<file path="src/rtl/mips_alu_pkg.sv">
// rtl/mips_alu_pkg.sv - ALU function codes, MIPS opcode/funct values and decoded-op types
package mips_alu_pkg;

    // ALU function codes, matching the ALU's own encoding
    localparam logic [4:0] FN_SLL  = 5'b00000;
    localparam logic [4:0] FN_SRL  = 5'b00001;
    localparam logic [4:0] FN_SRA  = 5'b00010;
    localparam logic [4:0] FN_MFHI = 5'b00011;
    localparam logic [4:0] FN_MFLO = 5'b00100;
    localparam logic [4:0] FN_MUL  = 5'b00101;
    localparam logic [4:0] FN_DIV  = 5'b00110;
    localparam logic [4:0] FN_DIVU = 5'b00111;
    localparam logic [4:0] FN_ADD  = 5'b01000;
    localparam logic [4:0] FN_ADDU = 5'b01001;
    localparam logic [4:0] FN_SUB  = 5'b01010;
    localparam logic [4:0] FN_SUBU = 5'b01011;
    localparam logic [4:0] FN_AND  = 5'b01100;
    localparam logic [4:0] FN_OR   = 5'b01101;
    localparam logic [4:0] FN_XOR  = 5'b01110;
    localparam logic [4:0] FN_NOR  = 5'b01111;
    localparam logic [4:0] FN_SLT  = 5'b10000;
    localparam logic [4:0] FN_SLTU = 5'b10001;
    localparam logic [4:0] FN_LUI  = 5'b10010;
    localparam logic [4:0] FN_BEQ  = 5'b10011;
    localparam logic [4:0] FN_BNE  = 5'b10101;

    // Primary opcodes
    localparam logic [5:0] OP_RTYPE    = 6'h00;
    localparam logic [5:0] OP_BEQ      = 6'h04;
    localparam logic [5:0] OP_BNE      = 6'h05;
    localparam logic [5:0] OP_ADDI     = 6'h08;
    localparam logic [5:0] OP_ADDIU    = 6'h09;
    localparam logic [5:0] OP_SLTI     = 6'h0A;
    localparam logic [5:0] OP_SLTIU    = 6'h0B;
    localparam logic [5:0] OP_ANDI     = 6'h0C;
    localparam logic [5:0] OP_ORI      = 6'h0D;
    localparam logic [5:0] OP_XORI     = 6'h0E;
    localparam logic [5:0] OP_LUI      = 6'h0F;
    localparam logic [5:0] OP_SPECIAL2 = 6'h1C;

    // R-type funct field values
    localparam logic [5:0] RF_SLL  = 6'h00;
    localparam logic [5:0] RF_SRL  = 6'h02;
    localparam logic [5:0] RF_SRA  = 6'h03;
    localparam logic [5:0] RF_SLLV = 6'h04;
    localparam logic [5:0] RF_SRLV = 6'h06;
    localparam logic [5:0] RF_SRAV = 6'h07;
    localparam logic [5:0] RF_MFHI = 6'h10;
    localparam logic [5:0] RF_MFLO = 6'h12;
    localparam logic [5:0] RF_DIV  = 6'h1A;
    localparam logic [5:0] RF_DIVU = 6'h1B;
    localparam logic [5:0] RF_ADD  = 6'h20;
    localparam logic [5:0] RF_ADDU = 6'h21;
    localparam logic [5:0] RF_SUB  = 6'h22;
    localparam logic [5:0] RF_SUBU = 6'h23;
    localparam logic [5:0] RF_AND  = 6'h24;
    localparam logic [5:0] RF_OR   = 6'h25;
    localparam logic [5:0] RF_XOR  = 6'h26;
    localparam logic [5:0] RF_NOR  = 6'h27;
    localparam logic [5:0] RF_SLT  = 6'h2A;
    localparam logic [5:0] RF_SLTU = 6'h2B;

    // SPECIAL2 funct values
    localparam logic [5:0] SF_MUL  = 6'h02;

    typedef enum logic {
        A_RS = 1'b0,
        A_RT = 1'b1
    } a_src_e;

    typedef enum logic [1:0] {
        B_RT  = 2'd0,
        B_IMM = 2'd1,
        B_RS  = 2'd2
    } b_src_e;

    typedef struct packed {
        logic [4:0]  funct;
        logic [4:0]  rs;
        logic [4:0]  rt;
        a_src_e      a_src;
        b_src_e      b_src;
        logic [31:0] imm;
        logic        wr_en;
        logic [4:0]  wr_addr;
        logic        branch;
    } dec_op_t;

    function automatic logic [31:0] sext16(input logic [15:0] v);
        return {{16{v[15]}}, v};
    endfunction

    function automatic logic [31:0] zext16(input logic [15:0] v);
        return {16'h0000, v};
    endfunction

endpackage

</file>
<file path="src/rtl/mips_alu_issue_decode.sv">
// rtl/mips_alu_issue_decode.sv - combinational MIPS word to decoded ALU op
module mips_alu_issue_decode
    import mips_alu_pkg::*;
(
    input  logic [31:0] instr,
    output dec_op_t     op,
    output logic        illegal,
    output logic        hilo_use,
    output logic        is_div
);

    logic [5:0]  opcode;
    logic [5:0]  funct;
    logic [4:0]  rd;
    logic [4:0]  shamt;
    logic [15:0] imm16;

    assign opcode = instr[31:26];
    assign funct  = instr[5:0];
    assign rd     = instr[15:11];
    assign shamt  = instr[10:6];
    assign imm16  = instr[15:0];

    // Table decode; r0 destinations never write back
    always_comb begin
        op         = '0;
        op.rs      = instr[25:21];
        op.rt      = instr[20:16];
        op.a_src   = A_RS;
        op.b_src   = B_RT;
        illegal    = 1'b0;
        hilo_use   = 1'b0;
        is_div     = 1'b0;
        case (opcode)
            OP_RTYPE: begin
                op.wr_en   = 1'b1;
                op.wr_addr = rd;
                case (funct)
                    RF_SLL: begin
                        op.funct = FN_SLL;
                        op.a_src = A_RT;
                        op.b_src = B_IMM;
                        op.imm   = {27'b0, shamt};
                    end
                    RF_SRL: begin
                        op.funct = FN_SRL;
                        op.a_src = A_RT;
                        op.b_src = B_IMM;
                        op.imm   = {27'b0, shamt};
                    end
                    RF_SRA: begin
                        op.funct = FN_SRA;
                        op.a_src = A_RT;
                        op.b_src = B_IMM;
                        op.imm   = {27'b0, shamt};
                    end
                    RF_SLLV: begin
                        op.funct = FN_SLL;
                        op.a_src = A_RT;
                        op.b_src = B_RS;
                    end
                    RF_SRLV: begin
                        op.funct = FN_SRL;
                        op.a_src = A_RT;
                        op.b_src = B_RS;
                    end
                    RF_SRAV: begin
                        op.funct = FN_SRA;
                        op.a_src = A_RT;
                        op.b_src = B_RS;
                    end
                    RF_MFHI: begin
                        op.funct = FN_MFHI;
                        hilo_use = 1'b1;
                    end
                    RF_MFLO: begin
                        op.funct = FN_MFLO;
                        hilo_use = 1'b1;
                    end
                    RF_DIV: begin
                        op.funct = FN_DIV;
                        op.wr_en = 1'b0;
                        hilo_use = 1'b1;
                        is_div   = 1'b1;
                    end
                    RF_DIVU: begin
                        op.funct = FN_DIVU;
                        op.wr_en = 1'b0;
                        hilo_use = 1'b1;
                        is_div   = 1'b1;
                    end
                    RF_ADD:  op.funct = FN_ADD;
                    RF_ADDU: op.funct = FN_ADDU;
                    RF_SUB:  op.funct = FN_SUB;
                    RF_SUBU: op.funct = FN_SUBU;
                    RF_AND:  op.funct = FN_AND;
                    RF_OR:   op.funct = FN_OR;
                    RF_XOR:  op.funct = FN_XOR;
                    RF_NOR:  op.funct = FN_NOR;
                    RF_SLT:  op.funct = FN_SLT;
                    RF_SLTU: op.funct = FN_SLTU;
                    default: illegal = 1'b1;
                endcase
            end
            OP_SPECIAL2: begin
                if (funct == SF_MUL) begin
                    op.funct   = FN_MUL;
                    op.wr_en   = 1'b1;
                    op.wr_addr = rd;
                end else begin
                    illegal = 1'b1;
                end
            end
            OP_ADDI, OP_ADDIU, OP_SLTI, OP_SLTIU,
            OP_ANDI, OP_ORI, OP_XORI, OP_LUI: begin
                op.b_src   = B_IMM;
                op.wr_en   = 1'b1;
                op.wr_addr = instr[20:16];
                case (opcode)
                    OP_ADDI:  begin op.funct = FN_ADD;  op.imm = sext16(imm16); end
                    OP_ADDIU: begin op.funct = FN_ADDU; op.imm = sext16(imm16); end
                    OP_SLTI:  begin op.funct = FN_SLT;  op.imm = sext16(imm16); end
                    OP_SLTIU: begin op.funct = FN_SLTU; op.imm = sext16(imm16); end
                    OP_ANDI:  begin op.funct = FN_AND;  op.imm = zext16(imm16); end
                    OP_ORI:   begin op.funct = FN_OR;   op.imm = zext16(imm16); end
                    OP_XORI:  begin op.funct = FN_XOR;  op.imm = zext16(imm16); end
                    default:  begin op.funct = FN_LUI;  op.imm = zext16(imm16); end
                endcase
            end
            OP_BEQ: begin
                op.funct  = FN_BEQ;
                op.branch = 1'b1;
            end
            OP_BNE: begin
                op.funct  = FN_BNE;
                op.branch = 1'b1;
            end
            default: illegal = 1'b1;
        endcase
        if (op.wr_addr == 5'd0) begin
            op.wr_en = 1'b0;
        end
    end

endmodule

</file>
<file path="src/rtl/mips_alu_issue.sv">
// rtl/mips_alu_issue.sv - decode/issue slot with HI/LO divide-latency interlock
module mips_alu_issue
    import mips_alu_pkg::*;
#(
    parameter int DIV_LAT = 4
) (
    input  logic        clk,
    input  logic        rst_n,
    input  logic        in_valid,
    output logic        in_ready,
    input  logic [31:0] in_instr,
    output logic        out_valid,
    input  logic        out_ready,
    output logic [4:0]  out_funct,
    output logic [4:0]  out_rs,
    output logic [4:0]  out_rt,
    output logic        out_a_src,
    output logic [1:0]  out_b_src,
    output logic [31:0] out_imm,
    output logic        out_wr_en,
    output logic [4:0]  out_wr_addr,
    output logic        out_branch,
    output logic        err_illegal
);

    localparam logic [3:0] DIV_LAT_CNT = 4'(DIV_LAT);

    dec_op_t    dec_op;
    logic       dec_illegal;
    logic       dec_hilo;
    logic       dec_div;

    dec_op_t    slot;
    logic       slot_div;
    logic [3:0] hilo_cnt;
    logic       hazard;
    logic       accept;
    logic       drain;

    mips_alu_issue_decode u_decode (
        .instr    (in_instr),
        .op       (dec_op),
        .illegal  (dec_illegal),
        .hilo_use (dec_hilo),
        .is_div   (dec_div)
    );

    // A divide still in the slot counts as outstanding even before its drain loads the counter
    assign hazard   = dec_hilo && ((hilo_cnt != 4'd0) || (out_valid && slot_div));
    assign in_ready = (!out_valid || out_ready) && !hazard;
    assign accept   = in_valid && in_ready;
    assign drain    = out_valid && out_ready;

    // Issue slot: load on a legal accept, empty when drained without a refill
    always_ff @(posedge clk or negedge rst_n) begin
        if (!rst_n) begin
            out_valid <= 1'b0;
            slot      <= '0;
            slot_div  <= 1'b0;
        end else if (accept) begin
            out_valid <= !dec_illegal;
            if (!dec_illegal) begin
                slot     <= dec_op;
                slot_div <= dec_div;
            end
        end else if (out_ready) begin
            out_valid <= 1'b0;
        end
    end

    // HI/LO busy counter starts when a divide leaves the slot
    always_ff @(posedge clk or negedge rst_n) begin
        if (!rst_n) begin
            hilo_cnt <= 4'd0;
        end else if (drain && slot_div) begin
            hilo_cnt <= DIV_LAT_CNT;
        end else if (hilo_cnt != 4'd0) begin
            hilo_cnt <= hilo_cnt - 4'd1;
        end
    end

    // Single-cycle flag for a dropped undecodable word
    always_ff @(posedge clk or negedge rst_n) begin
        if (!rst_n) begin
            err_illegal <= 1'b0;
        end else begin
            err_illegal <= accept && dec_illegal;
        end
    end

    assign out_funct   = slot.funct;
    assign out_rs      = slot.rs;
    assign out_rt      = slot.rt;
    assign out_a_src   = slot.a_src;
    assign out_b_src   = slot.b_src;
    assign out_imm     = slot.imm;
    assign out_wr_en   = slot.wr_en;
    assign out_wr_addr = slot.wr_addr;
    assign out_branch  = slot.branch;

endmodule
</file>
<file path="config.mk">
export PLATFORM = sky130hd
export DESIGN_NAME = mips_alu_issue
export DESIGN_NICKNAME = d
export VERILOG_FILES = /design/src/rtl/mips_alu_pkg.sv /design/src/rtl/mips_alu_issue_decode.sv /design/src/rtl/mips_alu_issue.sv
export SDC_FILE = /design/constraint.sdc
export NUM_CORES = 1
export LEC_CHECK = 0
export ABC_AREA = 0
export ABC_CLOCK_PERIOD_IN_PS = 7580
export CAP_MARGIN = 20
export CORE_UTILIZATION = 49
export CTS_CLUSTER_DIAMETER = 40
export DETAILED_ROUTE_END_ITERATION = 6
export GPL_ROUTABILITY_DRIVEN = 0
export PLACE_DENSITY = 0.91
export RECOVER_POWER = 100
export SYNTH_ARGS = -nofsm -noshare
export SYNTH_HDL_FRONTEND = slang
export SYNTH_SLANG_ARGS = --single-unit
</file>
<file path="constraint.sdc">
create_clock -name clk -period 7.58 [get_ports clk]
set_clock_uncertainty 0.05 [all_clocks]
set_input_delay 1.516 -clock clk [delete_from_list [all_inputs] [get_ports clk]]
set_output_delay 1.516 -clock clk [all_outputs]
set_load 0.02 [all_outputs]
</file>
==> results of run 1 <==
-- cell type report --
type / count / area (sq um)
Fill cell: 449 / 1790
Inverter: 20 / 75.1
Clock buffer: 5 / 68.8
Sequential cell: 49 / 1230
Timing Repair Buffer: 96 / 948
Multi-Input combinational cell: 176 / 1270
Tap cell: 72 / 90.1
Clock inverter: 3 / 68.8
-- placed cells by master, fill, tap and decap left out, types with 5 or more instances in the layout --
cell,Yosys,layout
clkbuf_8,0,5
inv_1,20,20
nand2b_1,5,5
a31oi_1,5,5
a21oi_1,5,5
nor2_1,17,17
dfrtp_1,49,49
dlygate4sd3_1,0,63
clkdlybuf4s50_1,0,31
nor2b_1,7,7
nand2_1,22,22
mux2_2,23,23
mux2i_1,15,15
a22o_1,9,9
o21ai_0,11,11
-- power breakdown --
group	leakage [nW]	internal, W	switching [W]
sequential	0.642	0.000301	0.0000203
combinational	0.968	0.000104	0.000119
clock	0.0687	0.000133	0.0000917
-- worst max-delay path, delay by kind of cell --
family          cells  cell delay, ps
compound gates      2             230
buf+inv             2            1320
simple gates        3            1110
-- state kept, by name, indices dropped and copies added (netlist names), 2 cells and up --
register and count:
out_rt 5, out_wr_addr 5, out_rs 5, out_b_src 2
hilo_cnt 4, out_funct 5, out_imm 17
-- through the flow --
step           hold slack, ps  worst slack, ps  util [%]  total power (W)
3_5_place_dp              445             2150      65.8         0.000571
3_3_place_gp              437             2260      65.8         0.000562
4_1_cts                   468             2130      68.2         0.000797
6_report                  443             1830      67.7         0.000770
5_1_grt                   466             1620      67.7         0.000812
2_1_floorplan             460             3210         -         0.000463
-- final timing paths --
kind,start,to
setup / recovery,in_instr[27],in_ready
hold / removal,out_rs[0],out_rs[0]
setup reg to reg,hilo_cnt[0],out_rs[4]
hold reg to reg,out_rs[0],out_rs[0]
max in group asynchronous,rst_n,out_imm[9]
min in group asynchronous,rst_n,out_branch
-- layer usage --
layer | track usage (%) | vias up | wire (um)
li1 | - | 1104 | -
met1 | 30.3 | 1107 | 2710
met2 | 38.7 | 118 | 3300
met5 | 0 | - | 0
met3 | 5.65 | 6 | 548
met4 | 5.56 | 0 | 56
-- cell families (layout without fill, tap and decap cells) --
| family | Yosys count | after routing | synth area share (%) |
|---|---|---|---|
| and+or+nand+nor | 83 | 83 | 16.5 |
| buffers and inverters | 52 | 124 | 10.3 |
| xor gates and xnor gates | 1 | 1 | 0.310 |
| DFF | 49 | 49 | 43.4 |
| AOI/OAI and AO/OA | 49 | 49 | 12.4 |
| muxes | 42 | 42 | 16.6 |
| adders and majority gates | 1 | 1 | 0.443 |
==> flow_metrics.tcl, run 1 <==
set metrics [dict create \
    run_status "finished, violations left" \
    violations "max-capacitance violations, max-slew violations" \
    totalWireLength_um 6620 \
    post-synth-top-area-fraction_pct 43.4 \
    number_of_antenna_cells_inserted 0 \
    vias 2335 \
    wire_per_inst_um 15.7 \
    netlist_area_sq_um 2820 \
    yosys_register_bits 49 \
    worstPathCellList "dlygate4sd3_1, nor4_1, nand2_1, nor2_1, a21bo_2, a22oi_1, dlygate4sd3_1" \
    drt-vias-per-instance 5.55 \
    post-place-cells 412 \
    synth_cell_types 51 \
    initial_utilization_pct 51.0 \
    final_design_area_no_fill_sq_um 3750 \
    cp.required_ps 6010 \
    drt-initial-drc-count 143 \
    timing_limited_maximum_frequency_ghz 0.174 \
    die_h_um 77.9 \
    cts_max_path_buffers 2 \
    timing.critical_path.to_type "output pin" \
    hold-path-cell-count 1 \
    clock_transition_at_the_register_clock_pins_on_the_worst_setup_and_hold_paths_after_cts_ps 90 \
    worst_slew_pin_tran_ps 2180 \
    grt_start_max_net_pins 50 \
    vdd_ir_drop_max_mv 0.127 \
    syn_to_final_growth_pct 32.7 \
    first_pass_grt_wire_length_um 11100 \
    cellLeakagePower_nw 1.68 \
    ff_to_ff_setup_slack_ps 3880 \
    timing_worst_setup_path_type "input pin to output pin" \
    cpPeakStageDelay_ps 670 \
    min_period_ps 5750 \
    final_nets 385 \
    final.period_utilization_pct 75.9 \
    numCtsBuffers 5 \
    cp.arrival_ps 4180 \
    synth_edf_count 0 \
    num_rows 27 \
    synth.yosys.seq_area_share_pct 43.4 \
    count_of_hold_buffers_inserted_by_post_cts_repair 0 \
    cts.sinks 49 \
    maximum_fanout_count_along_the_critical_path 12 \
    globalRoute.totalOverflow 0 \
    post_cts.resized_instances 0 \
    first_global_vias 2255 \
    final_setup_vio_count 0 \
    finalSetupTns_ps 0 \
    post_cts.repair.setup_buffers 0 \
    hold_violations 0 \
    drc_errors 0 \
    netlist_top_cells_area "dfrtp_1, mux2_2, mux2i_1" \
    synth-async-reset-ratio_pct 100 \
    timing.slew.headroom_pct -45.0 \
    clock_latency_ps 290 \
    final_layout_size_suffix_gt1_share_pct 10.6 \
    timing.hold.worst.class "register to register" \
    dieArea_sq_um 6070 \
    timing.critical_path.from_type "input pin" \
    worst-r2r-cell-count 7 \
    antenna_found_initial 0 \
    rsz_0062_raised_after_global_routing "false" \
    tritoncts_clock_tree "done" \
    port_buffers 95 \
    cts.root.buffer_cell "clkbuf_8" \
    synthMostInstantiatedCell "dfrtp_1" \
    yosysWarnings 0 \
    groute.usage.overall_pct 23.2 \
    final_hpwl_from_detailed_placement_um 4840 \
    cts_max_level 2 \
    fp.dieW_um 77.9 \
    number_of_maximum_capacitance_constraint_violations 2 \
    layout.cells.non_filler 421 \
    synth_flop_cell "dfrtp_1" \
    cp_common_cell "dlygate4sd3_1" \
    timing.critical_path.slowest_stage_cell "dlygate4sd3_1" \
    detail-route-antenna-nets 0 \
    synth_common_cells "dfrtp_1, mux2_2, nand2_1, inv_1, buf_4" \
    syn_inst 277 \
    io_pins 96 \
    cell_taking_the_most_area_after_synthesis "dfrtp_1" \
    firstDrtPassIters 5 \
    syn_nets 314 \
    pwr_density_cell_nw_per_um2 205 \
    floorplan.core_area_sq_um 5540 \
    synth_area_per_cell_sq_um 10.2 \
    final_max_slew_viol_count 81 \
    placed_area_sq_um 3640 \
]
Note: power is estimated with default switching activity, not from simulation.
==> inputs of run 2 (changes only) <==
- ABC_CLOCK_PERIOD_IN_PS: 7580 -> 5400
- CORE_UTILIZATION: 49 -> 46
- PLACE_DENSITY: 0.91 -> 0.87
- clock period: 7.58 -> 5.4 ns (I/O delays scaled with it)
==> flow_metrics.tcl, run 2 (synthesis results as in run 1) <==
set metrics [dict create \
    cp.arrival_ps 3760 \
    drt-initial-drc-count 163 \
    timing.hold.worst.class "register to register" \
    fillerInstances 502 \
    final_layout_size_suffix_gt1_share_pct 10.9 \
    final.period_utilization_pct 90.6 \
    critical_path.startpoint "in_instr[27]" \
    io_pins 96 \
    mostFrequentLayoutCell "dlygate4sd3_1" \
    timing.slew.headroom_pct -72.9 \
    grt_start_max_net_pins 50 \
    die_h_um 80.4 \
    worstPathCellList "dlygate4sd3_1, nor4_1, nand2_1, nor2_1, a21bo_2, a22oi_1, dlygate4sd3_1" \
    critical_path.reg2reg.endpoint "out_imm[30]" \
    worst_slew_pin_tran_ps 2590 \
    tritoncts_clock_tree "done" \
    crit_cells 7 \
    groute.usage.overall_pct 21.4 \
    vias 2344 \
    sequential_cell_area_sq_um 1230 \
    cts.root.buffer_cell "clkbuf_8" \
    final_max_slew_viol_count 89 \
    critical_path.reg2reg.startpoint "hilo_cnt[0]" \
    timing_limited_maximum_frequency_ghz 0.204 \
    final_critical_path_setup_slack_ps 506 \
    post-place-cells 417 \
    layout.cells.non_filler 424 \
    final_setup_vio_count 0 \
    cts_max_level 2 \
    dieArea_sq_um 6460 \
    timing.critical_path.to_type "output pin" \
    rsz_0062_raised_after_global_routing "false" \
    globalRoute.totalOverflow 0 \
    detail-route-antenna-nets 0 \
    final_nets 386 \
    maximum_fanout_count_along_the_critical_path 12 \
    hold_violations 0 \
    count_of_hold_buffers_inserted_by_post_cts_repair 0 \
    cts.sinks 49 \
    total_power_w 0.00102 \
    worst-r2r-cell-count 7 \
    violations "max-capacitance violations, max-slew violations" \
    drt-vias-per-instance 5.53 \
    mostFrequentLayoutCells "dlygate4sd3_1, dfrtp_1, clkdlybuf4s50_1, mux2_2, nand2_1" \
    fp.dieW_um 80.4 \
    firstDrtPassIters 5 \
    run_status "finished, violations left" \
    cp_common_cell "dlygate4sd3_1" \
    num_rows 28 \
    numCtsBuffers 5 \
    largest_reg_flops 17 \
    antenna_found_initial 0 \
    drc_errors 0 \
    initial_utilization_pct 47.7 \
    first_global_vias 2151 \
    area_of_combinational_cells_with_multiple_inputs_sq_um 1270 \
    crit_path_end "in_ready" \
    place_worst_setup_slack_ps 838 \
    first_pass_grt_wire_length_um 10500 \
    cp.required_ps 4270 \
    min_period_ps 4890 \
    cp_num_buf_inv 2 \
    pwr_density_cell_nw_per_um2 273 \
    port_buffers 95 \
    clock_transition_at_the_register_clock_pins_on_the_worst_setup_and_hold_paths_after_cts_ps 80 \
    floorplan.core_area_sq_um 5920 \
    post_cts.repair.setup_buffers 0 \
    cpPeakStageDelay_ps 670 \
    timing.critical_path.slowest_stage_cell "dlygate4sd3_1" \
    timing_worst_setup_path_type "input pin to output pin" \
    cellLeakagePower_nw 1.67 \
    finalSetupTns_ps 0 \
    cts_max_path_buffers 2 \
    final_hpwl_from_detailed_placement_um 4880 \
    critical_path.top_delay_family "buffers and inverters" \
    timing.critical_path.from_type "input pin" \
    vdd_ir_drop_max_mv 0.190 \
    ff_to_ff_setup_slack_ps 1700 \
    clock_latency_ps 300 \
    syn_to_final_growth_pct 32.0 \
    wire_per_inst_um 15.5 \
    totalWireLength_um 6560 \
    number_of_maximum_capacitance_constraint_violations 2 \
    post_cts.resized_instances 0 \
    number_of_antenna_cells_inserted 0 \
]
## run 2: metal layers
| layer | share of wire (%) | track usage [%] | vias up | wire length [um] |
|---|---|---|---|---|
| met5 | 0 | 0 | - | 0 |
| met4 | 0.64 | 4.82 | 0 | 42 |
| met3 | 8.4 | 5.80 | 4 | 549 |
| met2 | 48 | 35.2 | 127 | 3140 |
| met1 | 43 | 28.0 | 1111 | 2820 |
| li1 | - | - | 1102 | - |
## run 2: final cells by class
cell class | count | share of cell area, %
clock buffers | 5 | 1.85
clock inverters | 2 | 0.940
repair buffers | 97 | 25.7
well taps | 75 | 2.52
multi-input cells | 176 | 34.1
flip-flops and latches | 49 | 32.9
inverters | 20 | 2.01
## run 2: worst min-delay path by stage
stage / from / end / slack (ps) / depth (start not counted)
floorplan: hilo_cnt[0] / hilo_cnt[0] / 460 / 2
global placement: out_rt[2] / out_rt[2] / 440 / 1
detailed placement: out_wr_addr[2] / out_wr_addr[2] / 440 / 1
CTS: out_a_src / out_a_src / 460 / 1
global route: out_rs[2] / out_rs[2] / 460 / 1
finish: out_rs[2] / out_rs[2] / 450 / 1
## run 2: metrics by stage
stage	area (sq um)	hold WS [ps]	util [%]
6_report	3730	448	63.0
3_5_place_dp	3660	445	61.9
5_1_grt	3730	462	63.0
3_3_place_gp	3660	437	61.9
2_1_floorplan	2820	460	-
4_1_cts	3770	465	63.6
## run 2: power breakdown
group	switching (W)	internal (W)
sequential	0.0000298	0.000423
combinational	0.000165	0.000147
clock	0.000117	0.000135
total	0.000312	0.000705
## run 2: worst reg2reg max path, cell delays in order (launching register included)
cell and delay [ps]:
dfrtp_1 390, inv_1 80, ha_1 200, or3b_2 530
a21oi_1 150, o311a_1 260, and3_1 1460, mux2_2 460
==> inputs of run 3 (changes only) <==
- CORE_MARGIN: unset -> 1
- GPL_ROUTABILITY_DRIVEN: 0 -> unset
==> results of run 3 <==
Final layout, timing and power as in run 2 (identical DEF).
